--- src/rtl/fpmul_param_seq.sv ---
`timescale 1ns/1ps
// fpmul_param_seq: sequential IEEE-754 style multiplier with parametrised format.
// One operation in flight; operands accepted in IDLE, result held in DONE until taken.
// Special operands (NaN/Inf/zero, denormals as zero) bypass the arithmetic states.
module fpmul_param_seq #(
  parameter int EXP_W = 8,
  parameter int MAN_W = 23
) (
  input  logic                   clk,
  input  logic                   rst_n,
  input  logic                   in_valid,
  output logic                   in_ready,
  input  logic [EXP_W+MAN_W:0]   a,
  input  logic [EXP_W+MAN_W:0]   b,
  input  logic [1:0]             rnd_mode,
  output logic                   out_valid,
  input  logic                   out_ready,
  output logic [EXP_W+MAN_W:0]   p,
  output logic [3:0]             flags
);
  localparam int W    = 1 + EXP_W + MAN_W;
  localparam int SW   = MAN_W + 1;
  localparam int PW   = 2 * SW;
  localparam int XW   = EXP_W + 2;
  localparam int BIAS = (1 << (EXP_W - 1)) - 1;

  localparam logic signed [XW-1:0] BIAS_X  = XW'(BIAS);
  localparam logic signed [XW-1:0] ONE_X   = XW'(1);
  localparam logic signed [XW-1:0] ZERO_X  = '0;
  localparam logic signed [XW-1:0] EXP_MAX = XW'((1 << EXP_W) - 1);
  localparam logic [W-1:0] QNAN = {1'b0, {EXP_W{1'b1}}, 1'b1, {(MAN_W-1){1'b0}}};

  typedef enum logic [2:0] {IDLE, CLASS, MUL, NORM, ROUND, DONE} state_t;

  state_t state, state_nx;

  // Classify the operand pair; returns {hit, result, flags}. Denormals read as zero.
  function automatic logic [W+4:0] special_pack(input logic [W-1:0] x, input logic [W-1:0] y);
    logic [EXP_W-1:0] ex, ey;
    logic [MAN_W-1:0] mx, my;
    logic x_nan, y_nan, x_inf, y_inf, x_zero, y_zero, snan, inf_zero, sgn, hit;
    logic [W-1:0] res;
    logic [3:0]   fl;
    ex = x[W-2 -: EXP_W];  mx = x[MAN_W-1:0];
    ey = y[W-2 -: EXP_W];  my = y[MAN_W-1:0];
    x_nan  = (&ex) &  (|mx);
    y_nan  = (&ey) &  (|my);
    x_inf  = (&ex) & ~(|mx);
    y_inf  = (&ey) & ~(|my);
    x_zero = ~(|ex);
    y_zero = ~(|ey);
    snan     = (x_nan & ~mx[MAN_W-1]) | (y_nan & ~my[MAN_W-1]);
    inf_zero = (x_inf & y_zero) | (y_inf & x_zero);
    sgn = x[W-1] ^ y[W-1];
    res = '0;
    fl  = '0;
    hit = 1'b1;
    if (x_nan | y_nan | inf_zero) begin
      res = QNAN;
      fl  = {snan | inf_zero, 3'b000};
    end else if (x_inf | y_inf) begin
      res = {sgn, {EXP_W{1'b1}}, {MAN_W{1'b0}}};
    end else if (x_zero | y_zero) begin
      res = {sgn, {(W-1){1'b0}}};
    end else begin
      hit = 1'b0;
    end
    return {hit, res, fl};
  endfunction

  // Round, handle carry-out, then resolve overflow/underflow; returns {result, flags}.
  function automatic logic [W+3:0] round_pack(input logic sgn, input logic [SW-1:0] sig,
                                              input logic g, input logic s,
                                              input logic signed [XW-1:0] ex,
                                              input logic [1:0] mode);
    logic inc, inexact;
    logic [SW:0] sum;
    logic [MAN_W-1:0] man_r;
    logic signed [XW-1:0] ex_r;
    logic [W-1:0] inf_v, max_v, res;
    logic [3:0] fl;
    inexact = g | s;
    unique case (mode)
      2'd0:    inc = g & (sig[0] | s);
      2'd1:    inc = 1'b0;
      2'd2:    inc = inexact & ~sgn;
      default: inc = inexact & sgn;
    endcase
    sum = {1'b0, sig} + {{SW{1'b0}}, inc};
    if (sum[SW]) begin
      man_r = sum[MAN_W:1];
      ex_r  = ex + ONE_X;
    end else begin
      man_r = sum[MAN_W-1:0];
      ex_r  = ex;
    end
    inf_v = {sgn, {EXP_W{1'b1}}, {MAN_W{1'b0}}};
    max_v = {sgn, {(EXP_W-1){1'b1}}, 1'b0, {MAN_W{1'b1}}};
    if (ex_r >= EXP_MAX) begin
      fl = 4'b0101;
      unique case (mode)
        2'd0:    res = inf_v;
        2'd1:    res = max_v;
        2'd2:    res = sgn ? max_v : inf_v;
        default: res = sgn ? inf_v : max_v;
      endcase
    end else if (ex_r <= ZERO_X) begin
      fl  = 4'b0011;
      res = {sgn, {(W-1){1'b0}}};
    end else begin
      fl  = {3'b000, inexact};
      res = {sgn, ex_r[EXP_W-1:0], man_r};
    end
    return {res, fl};
  endfunction

  logic                 accept;
  logic [W-1:0]         a_p0, b_p0;
  logic [1:0]           mode_p0;
  logic [PW-1:0]        prod_p1;
  logic signed [XW-1:0] exp_p1;
  logic [PW-1:0]        norm_sh;
  logic [SW-1:0]        sig_p2;
  logic                 g_p2, s_p2;
  logic signed [XW-1:0] exp_p2;
  logic                 spec_hit;
  logic [W-1:0]         spec_res, rnd_res;
  logic [3:0]           spec_fl, rnd_fl;

  assign accept = in_valid & in_ready;
  assign {spec_hit, spec_res, spec_fl} = special_pack(a_p0, b_p0);
  assign norm_sh = prod_p1[PW-1] ? prod_p1 : {prod_p1[PW-2:0], 1'b0};
  assign {rnd_res, rnd_fl} = round_pack(a_p0[W-1] ^ b_p0[W-1], sig_p2, g_p2, s_p2, exp_p2, mode_p0);

  // State register; reset abandons any operation in flight.
  always_ff @(posedge clk) begin
    if (!rst_n) state <= IDLE;
    else        state <= state_nx;
  end

  // Next-state and handshake outputs.
  always_comb begin
    state_nx  = state;
    in_ready  = 1'b0;
    out_valid = 1'b0;
    unique case (state)
      IDLE: begin
        in_ready = rst_n;
        if (in_valid) state_nx = CLASS;
      end
      CLASS:   state_nx = spec_hit ? DONE : MUL;
      MUL:     state_nx = NORM;
      NORM:    state_nx = ROUND;
      ROUND:   state_nx = DONE;
      DONE: begin
        out_valid = 1'b1;
        if (out_ready) state_nx = IDLE;
      end
      default: state_nx = IDLE;
    endcase
  end

  // p0: operand capture at accept; held stable for the whole operation.
  always_ff @(posedge clk) begin
    if (accept) begin
      a_p0    <= a;
      b_p0    <= b;
      mode_p0 <= rnd_mode;
    end
  end

  // p1: full significand product and signed biased exponent sum.
  always_ff @(posedge clk) begin
    if (state == MUL) begin
      prod_p1 <= PW'({1'b1, a_p0[MAN_W-1:0]}) * PW'({1'b1, b_p0[MAN_W-1:0]});
      exp_p1  <= $signed({2'b00, a_p0[W-2 -: EXP_W]}) + $signed({2'b00, b_p0[W-2 -: EXP_W]}) - BIAS_X;
    end
  end

  // p2: normalise to a leading one, extract guard and sticky.
  always_ff @(posedge clk) begin
    if (state == NORM) begin
      sig_p2 <= norm_sh[PW-1 -: SW];
      g_p2   <= norm_sh[MAN_W];
      s_p2   <= |norm_sh[MAN_W-1:0];
      exp_p2 <= prod_p1[PW-1] ? exp_p1 + ONE_X : exp_p1;
    end
  end

  // Result registers: loaded on entry to DONE, cleared by reset, held while waiting.
  always_ff @(posedge clk) begin
    if (!rst_n) begin
      p     <= '0;
      flags <= '0;
    end else if (state == CLASS && spec_hit) begin
      p     <= spec_res;
      flags <= spec_fl;
    end else if (state == ROUND) begin
      p     <= rnd_res;
      flags <= rnd_fl;
    end
  end

endmodule

--- config.mk ---
export PLATFORM = sky130hd
export DESIGN_NAME = fpmul_param_seq
export DESIGN_NICKNAME = d
export VERILOG_FILES = /design/src/rtl/fpmul_param_seq.sv
export SDC_FILE = /design/constraint.sdc
export NUM_CORES = 2
export LEC_CHECK = 0
export CORE_MARGIN = 1.5
export CORE_UTILIZATION = 40
export CTS_CLUSTER_DIAMETER = 40
export DETAILED_ROUTE_END_ITERATION = 10
export GPL_TIMING_DRIVEN = 0
export PLACE_DENSITY = 0.64
export SLEW_MARGIN = 25
export SYNTH_ARGS = -nofsm -noshare
export SYNTH_HDL_FRONTEND = slang
export SYNTH_SLANG_ARGS = --single-unit
--- constraint.sdc ---
create_clock -name clk -period 6.6 [get_ports clk]
set_input_delay 0.66 -clock clk [delete_from_list [all_inputs] [get_ports clk]]
set_output_delay 0.66 -clock clk [all_outputs]
set_load 0.01 [all_outputs]
==> results.sh <==
export IMPL_routed_top_layer="met5"
export IMPL_drtIter0Drc=1711
export IMPL_die_height_um=263.5
export IMPL_timing_worst_slew_pin_value_ps=745.8
export IMPL_worstHoldStart="p[17]"
export IMPL_placed_area_mm2=0.02957
export IMPL_drtAntennaViolNets=0
export IMPL_cts_hold_buf=0
export IMPL_status="finished, violations left"
export IMPL_tritoncts="done"
export IMPL_cts_max_path_buffers=2
export IMPL_cts_sinks=199
export IMPL_final_nets=3794
export IMPL_end_kind="flip-flop"
export IMPL_viasPerCell=5.274
export IMPL_num_io_pins=108
export IMPL_hold_viol_final=0
export IMPL_grt_usage_pct=25.57
export IMPL_fmax_ghz=0.1391
export IMPL_r2r_start="b_p0[8]"
export IMPL_fin_tns_setup_ps=-8066
export IMPL_gr_total_overflow=0
export IMPL_grt_max_degree=36
export IMPL_place_congestion=1.021
export IMPL_final_common_cell="inv_1"
export IMPL_grt_pass1_vias=21130
export IMPL_final_cells=3934
export IMPL_core_mm2=0.06716
export IMPL_post_route_drc_count=0
export IMPL_yosys_warnings=0
export IMPL_final_setup_skew_ps=18.51
export IMPL_failed_checks="setup timing"
export IMPL_grt_pass1_wl_mm=130.5
export IMPL_maxSlewHeadroom_pct=49.90
export IMPL_met3_length_mm=8.136
export IMPL_finalHoldWorstSlack_ps=496.7
export IMPL_numCtsBuffers=17
export IMPL_setup_viol=25
export IMPL_synth_cells=2745
export IMPL_vias=20750
export IMPL_place_hpwl_mm=65.78
export IMPL_synth_top_area_cell="fa_1"
export IMPL_finalInstanceArea_mm2=0.03280
export IMPL_wl_met1_mm=34.86
export IMPL_min_path_type="reg2reg"
export IMPL_max_cap_violations=0
export IMPL_drive_gt1_share_pct=15.59
export IMPL_fp_dieW_um=263.5
export IMPL_synthDistinctLibCells=72
export IMPL_async_flop_share_pct=0
export IMPL_row_count=95
export IMPL_drv_slew=0
export IMPL_syn_area_mm2=0.02714
export IMPL_first_pass_iters=5
export IMPL_drt_wl_total_mm=86.95
export IMPL_finalCritPeriodShare_pct=108.9
export IMPL_fin_ws_ps=-587.4
export IMPL_syn2layout_area_growth_pct=20.86
export IMPL_synthFlopType="edfxtp_1"
export IMPL_ys_seq_elements=199
export IMPL_required_ps=6840
export IMPL_worst_setup_path_type="reg2reg"
export IMPL_start_util_pct=40.41
export IMPL_path_max_fanout=4
export IMPL_io_buffers=107
export IMPL_placed_cells_incl_taps=3734
export IMPL_routedWlPerCell_um=22.10
export IMPL_ctsRootBufferMaster="clkbuf_16"
export IMPL_final_cell_mix="inv_1 (581), fa_1 (467), nand2_1 (311), and2_1 (244), ha_1 (179)"
export IMPL_antenna_found_initial=2
export IMPL_yosysSeqAreaShare_pct=20.58
export IMPL_clock_latency_ps=510
export IMPL_synth_edf_count=160
export IMPL_synthTopCellsByArea="fa_1 (36%), edfxtp_1 (18%), ha_1 (8.9%), inv_1 (8.2%), and2_1 (5.9%)"
export IMPL_cp_arrival_ps=7420
export IMPL_synth_avg_cell_area_um2=9.887
export IMPL_met2_length_mm=39.26
export IMPL_rsz0062_at_grt="yes"
export IMPL_period_needed_ps=7187
export IMPL_syn_num_nets=3492
export IMPL_clkTransAtPathRegs_ps=90
export IMPL_start_kind="flip-flop"
export IMPL_yosysTopAreaCellShare_pct=35.63
export IMPL_htree_levels=4
export IMPL_startpoint="b_p0[8]"
export IMPL_die_area_mm2=0.06942
## Yosys cell counts (all sizes together), types with 9 or more instances
library cell,count
dfxtp,39
o21ai,46
nor3,16
a211oi,9
nand4,21
clkbuf,105
ha,194
and2,255
nand2,315
buf,13
xor2,23
mux2,26
nor2,90
inv,596
o21a,10
a21oi,66
a221o,22
and3,13
nand3,27
edfxtp,160
xnor2,56
a21o,19
nor4,23
fa,483
## critical path: stages, from the launching register on
cell       delay [ps]
edfxtp_1          510
clkbuf_8          190
and2_1            150
fa_1              500
fa_1              530
inv_2              60
fa_1              490
fa_1              490
inv_1              50
fa_1              480
fa_1              530
inv_1              50
fa_1              580
inv_2              70
ha_4              280
and4_4            230
nand2_2            50
a311o_2           380
a2111oi_4         320
buf_6             180
buf_4             120
buf_6             100
o21ai_4            60
a21oi_4           230
or4b_4            190
o311ai_4          100
## path summary, 6_finish.rpt
path                               endpoint  slack [ps]  cells past startpoint
worst min-delay path                  p[17]         500                      1
worst max-delay path            prod_p1[37]        -590                     25
worst min register to register        p[17]         500                      1
worst max register to register  prod_p1[37]        -590                     25
## metal layers
layer	vias to the layer above	track usage (%)
met5	-	0
met4	4	12.48
met3	242	6.520
met2	964	39.71
met1	10400	33.28
li1	9136	-
## final cells by class
type | count | area [um2]
Clock inverter | 15 | 192.7
Buffer | 111 | 1067
Multi-Input combinational cell | 1828 | 19500
Sequential cell | 199 | 5585
Timing Repair Buffer | 290 | 2656
Clock buffer | 17 | 425.4
Tap cell | 873 | 1092
Inverter | 600 | 2281
Fill cell | 6067 | 34360
Antenna cell | 1 | 2.502
## cell families after synthesis
group           after synthesis  synth area share [%]
compound gates              235                 5.873
xor+xnor                     79                 2.549
fa+ha+maj                   677                 44.57
buf+inv                     718                 10.07
flops                       199                 20.58
mux                          32                 1.300
simple gates                805                 15.06
## repair_timing
item,in CTS,in global routing
setup buffers,157,18
pin swaps,68,21
resized for setup,299,59
cloned,0,0
setup endpoints to repair,32,27
## stage by stage
stage / worst slack [ps] / utilization, %
6_report: -587.4 / 48.84
4_1_cts: -495.1 / 48.37
2_1_floorplan: 3.015 / -
3_5_place_dp: -1976 / 44.03
5_1_grt: -745.4 / 48.84
3_3_place_gp: -2024 / 43.88
## sequential cells by signal, summed over array words and instances, names as in the netlist, 3 cells and up
signal and cells:
b_p0 32, a_p0 32, exp_p1 10, exp_p2 10, p 32, state 3, flags 4, prod_p1 48
sig_p2 24
Power is not shown: default switching activity piles up to over one toggle a cycle in this logic, so the estimate is an artifact.
